[config.mk]
export PLATFORM = sky130hd
export DESIGN_NAME = lsu_ctrl
export DESIGN_NICKNAME = d
export VERILOG_FILES = /design/src/rtl/lsu_ctrl_pkg.sv /design/src/rtl/lsu_ctrl.sv
export SDC_FILE = /design/constraint.sdc
export NUM_CORES = 1
export LEC_CHECK = 0
export CORE_ASPECT_RATIO = 0.5
export CORE_UTILIZATION = 44
export CTS_CLUSTER_DIAMETER = 200
export CTS_CLUSTER_SIZE = 10
export DETAILED_ROUTE_END_ITERATION = 6
export PLACE_DENSITY = 0.9
export SLEW_MARGIN = 20
export SYNTH_ARGS = -nofsm -noshare
export SYNTH_HDL_FRONTEND = slang
export SYNTH_SLANG_ARGS = --single-unit
[constraint.sdc]
create_clock -name clock -period 3.3 [get_ports clock]
set_input_delay 0.66 -clock clock [delete_from_list [all_inputs] [get_ports clock]]
set_output_delay 0.66 -clock clock [all_outputs]
set_load 0.005 [all_outputs]
[src/rtl/lsu_ctrl_pkg.sv]
// rtl/lsu_ctrl_pkg.sv - shared state encoding and defaults for the load/store unit
package lsu_ctrl_pkg;

  typedef enum logic [1:0] {
    S_IDLE  = 2'd0,
    S_ISSUE = 2'd1,
    S_RESP  = 2'd2
  } lsu_state_e;

  localparam int LSU_TIMEOUT_DEFAULT = 16;
  localparam int LSU_CNT_W           = 5;

endpackage

[src/rtl/lsu_ctrl.sv]
// rtl/lsu_ctrl.sv - single-outstanding load/store controller with ack timeout
module lsu_ctrl
  import lsu_ctrl_pkg::*;
#(
  parameter int TIMEOUT = LSU_TIMEOUT_DEFAULT,
  parameter int RIDX_W  = 6
) (
  input  logic              clock,
  input  logic              resetn,
  input  logic              op_valid,
  output logic              op_ready,
  input  logic              op_load,
  input  logic [31:0]       op_addr,
  input  logic [31:0]       op_wdata,
  input  logic [RIDX_W-1:0] op_rd,
  output logic              mem_req,
  output logic              mem_write,
  output logic [31:0]       mem_addr,
  output logic [31:0]       mem_wdata,
  input  logic [31:0]       mem_rdata,
  input  logic              mem_ack,
  output logic              wb_valid,
  output logic [31:0]       wb_data,
  output logic [RIDX_W-1:0] wb_rd,
  output logic              st_done,
  output logic              err
);

  localparam logic [LSU_CNT_W-1:0] TO_LIM = LSU_CNT_W'(TIMEOUT);

  lsu_state_e           state;
  logic                 lat_load;
  logic [RIDX_W-1:0]    lat_rd;
  logic [LSU_CNT_W-1:0] cnt;
  logic [LSU_CNT_W-1:0] cnt_next;

  // Saturating so a large TIMEOUT can never wrap the counter back to zero.
  assign cnt_next = (cnt == '1) ? cnt : cnt + 1'b1;

  always_ff @(posedge clock) begin
    if (!resetn) begin
      state     <= S_IDLE;
      op_ready  <= 1'b1;
      mem_req   <= 1'b0;
      mem_write <= 1'b0;
      mem_addr  <= '0;
      mem_wdata <= '0;
      lat_load  <= 1'b0;
      lat_rd    <= '0;
      wb_valid  <= 1'b0;
      wb_data   <= '0;
      wb_rd     <= '0;
      st_done   <= 1'b0;
      err       <= 1'b0;
      cnt       <= '0;
    end else begin
      wb_valid <= 1'b0;
      st_done  <= 1'b0;
      case (state)
        S_IDLE: begin
          if (op_valid) begin
            lat_load  <= op_load;
            lat_rd    <= op_rd;
            mem_addr  <= op_addr;
            mem_wdata <= op_wdata;
            mem_write <= ~op_load;
            mem_req   <= 1'b1;
            op_ready  <= 1'b0;
            cnt       <= '0;
            state     <= S_ISSUE;
          end
        end
        S_ISSUE: begin
          // An ack arriving in the final allowed cycle beats the timeout.
          if (mem_ack) begin
            mem_req <= 1'b0;
            if (lat_load) begin
              wb_data  <= mem_rdata;
              wb_rd    <= lat_rd;
              wb_valid <= 1'b1;
              state    <= S_RESP;
            end else begin
              st_done  <= 1'b1;
              op_ready <= 1'b1;
              state    <= S_IDLE;
            end
          end else if (cnt_next >= TO_LIM) begin
            err      <= 1'b1;
            mem_req  <= 1'b0;
            op_ready <= 1'b1;
            cnt      <= cnt_next;
            state    <= S_IDLE;
          end else begin
            cnt <= cnt_next;
          end
        end
        S_RESP: begin
          op_ready <= 1'b1;
          state    <= S_IDLE;
        end
        default: begin
          mem_req  <= 1'b0;
          op_ready <= 1'b1;
          state    <= S_IDLE;
        end
      endcase
    end
  end

endmodule
==> reports/results.tsv <==
metric	value	unit
wl	13200	µm
die_area	10800	µm²
yosysTopAreaCell	dfxtp_1	
power.density	528	nW/µm²
syn_area	4560	µm²
yosysMostFrequentCell	nand2_1	
p_int	3.05	mW
setup_viol	0	
drv_cap	0	
dpl.cell_count	852	
worstMarginPinSlew	794	ps
p_seq_frac	0.404	
rr_startpoint	state[0]	
dp_hpwl	8460	µm
ys_top_cells_by_area	dfxtp_1 (54%), nand2_1 (18%), a21boi_0 (18%)	
overflow	0	
die_w	146	µm
grt_first_pass_wirelength	21000	µm
ios	215	
ys_warn_count	0	
portBuffers	214	
final_area	7380	µm²
ant_nets	0	
yosysUniqueCellTypes	31	
synth.top_cell.area_share	0.536	
dpl_cell_area	6780	µm²
htree_levels	4	
rows	25	
clockRootBuffer	clkbuf_16	
postCtsSetupBuffers	0	
worstSkewPairLatency	410	ps
cp-start-kind	primary input	
tns	0	ps
wl_per_cell	15.0	µm
power_frac_clock	0.489	
cts_sinks	122	
hold_viol	0	
die_h	74.0	µm
worstHoldStart	mem_wdata[21]	
drt_iter0_drc	241	
clk_path_buf_depth	2	
grt_pass1_vias	4262	
clk_pin_slew	60	ps
p_comb_frac	0.107	
path_class	in2reg	
whs	460	ps
rsz0062_at_grt	no	
slew_headroom	0.471	
final_layout_size_suffix_gt1_frac	0.0561	
start_util	0.467	
fin_skew	7.72	ps
antenna_found_initial	0	
grt.total_usage	0.248	
period_needed	2390	ps
viasPerCell	4.92	
cp.required	3620	ps
syn_to_final_growth	62.0	%
cts_tree	yes	
nNetsFinal	844	
postSynthAreaPerCell	8.50	µm²
antenna_cells	0	
grt_start_max_net_pins	75	
max_freq	418	MHz
gp_congestion	0.761	
syn_nets	644	
seq_area_frac_synth	0.536	
min_path_type	reg2reg	
syn_inst	536	
arrival	2710	ps
p_switching	0.845	mW
cp-end-kind	register	
run_status	finished, final reports clean	
vdd_drop_max	0.000400	V
synthTopCellsByCount	nand2_1 (222), dfxtp_1 (122), a21boi_0 (110)	
fin_crit_sh	0.725	
crit_path_start	op_valid	
vias	4346	
drc	0	
cts_resized	0	
cts_hold_buf	0	
firstDrtPassIters	5	
synth-main-ff-cell	dfxtp_1	
p_leak	2.67	nW
synth-seq-cells	122	
core_area	9760	µm²
layout.cells.non_filler	884	
cp_max_fo	38	
swShare	0.217	
cts_buffers	17	
final_max_slew_viol_count	0	
p_total	3.90	mW
synth_edf_count	0	
postSynth.asyncResetShare	0	
worst max-delay path, cell delays in order:
cell and delay [ps]:
clkdlybuf4s50_1 450, or3b_2 730, buf_4 490, nand2_1 130, a21boi_0 210
through the flow:
step	setup WS (ps)	utilization
floorplan	1620	-
detailed placement	608	0.694
global route	782	0.757
global placement	658	0.694
CTS	913	0.757
finish	909	0.757
flip-flops by register name, summed over array words and instances, names as in the netlist, 2 cells and up:
name and flops:
mem_addr 32, state 2, mem_wdata 32, wb_rd 6
lat_rd 6, wb_data 32, cnt 5
cells by family after synthesis:
logic type / Yosys count / synth area share
adders and majority gates: 1 / 0.00274
and+or+nand+nor: 245 / 0.217
AOI/OAI and AO/OA: 125 / 0.202
DFF: 122 / 0.536
buffers and inverters: 41 / 0.0384
muxes: 2 / 0.00439
layout make-up:
cell class / instances / area, µm²
clock buffers: 19 / 433
clock inverters: 13 / 176
fillers: 669 / 2370
inverters: 1 / 3.75
multi-input cells: 373 / 1950
flip-flops and latches: 122 / 2440
well taps: 135 / 169
repair buffers: 221 / 2210
power by group through the flow:
stage          clock [mW]  combinational, mW  sequential [mW]
2_1_floorplan           0              0.140             1.60
3_3_place_gp            0              0.405             1.60
3_5_place_dp            0              0.412             1.60
4_1_cts              1.94              0.420             1.57
5_1_grt              2.02              0.451             1.58
6_report             1.91              0.417             1.57
layer usage:
| metal | part of all wire | GRT usage |
|---|---|---|
| met2 | 0.50 | 0.444 |
| met1 | 0.41 | 0.274 |
| met4 | 0.046 | 0.164 |
| met3 | 0.045 | 0.0601 |
| met5 | 0 | 0 |
final timing paths:
check | endpoint | slack, ps | cells after the start
setup / recovery | mem_wdata[2] | 910 | 5
hold reg to reg | mem_wdata[21] | 460 | 2
hold / removal | mem_wdata[21] | 460 | 2
setup reg to reg | mem_wdata[2] | 1120 | 4
layout by cell type (no fill, tap or decap), types with 2 or more instances in the layout:
master / netlist / final
a21boi_0: 110 / 110
a21oi_1: 4 / 4
and2_1: 3 / 3
buf_12: 0 / 2
buf_4: 1 / 5
bufinv_16: 0 / 4
clkbuf_1: 22 / 2
clkbuf_16: 0 / 17
clkdlybuf4s50_1: 0 / 213
clkinv_2: 0 / 5
clkinvlp_4: 0 / 3
dfxtp_1: 122 / 122
mux2i_1: 2 / 2
nand2_1: 222 / 222
nand2b_1: 2 / 2
nand3_1: 2 / 2
nand4b_1: 2 / 2
nor2_1: 2 / 2
nor3b_1: 3 / 2
o21ai_0: 6 / 6
Power figures use the tool's default switching activity.
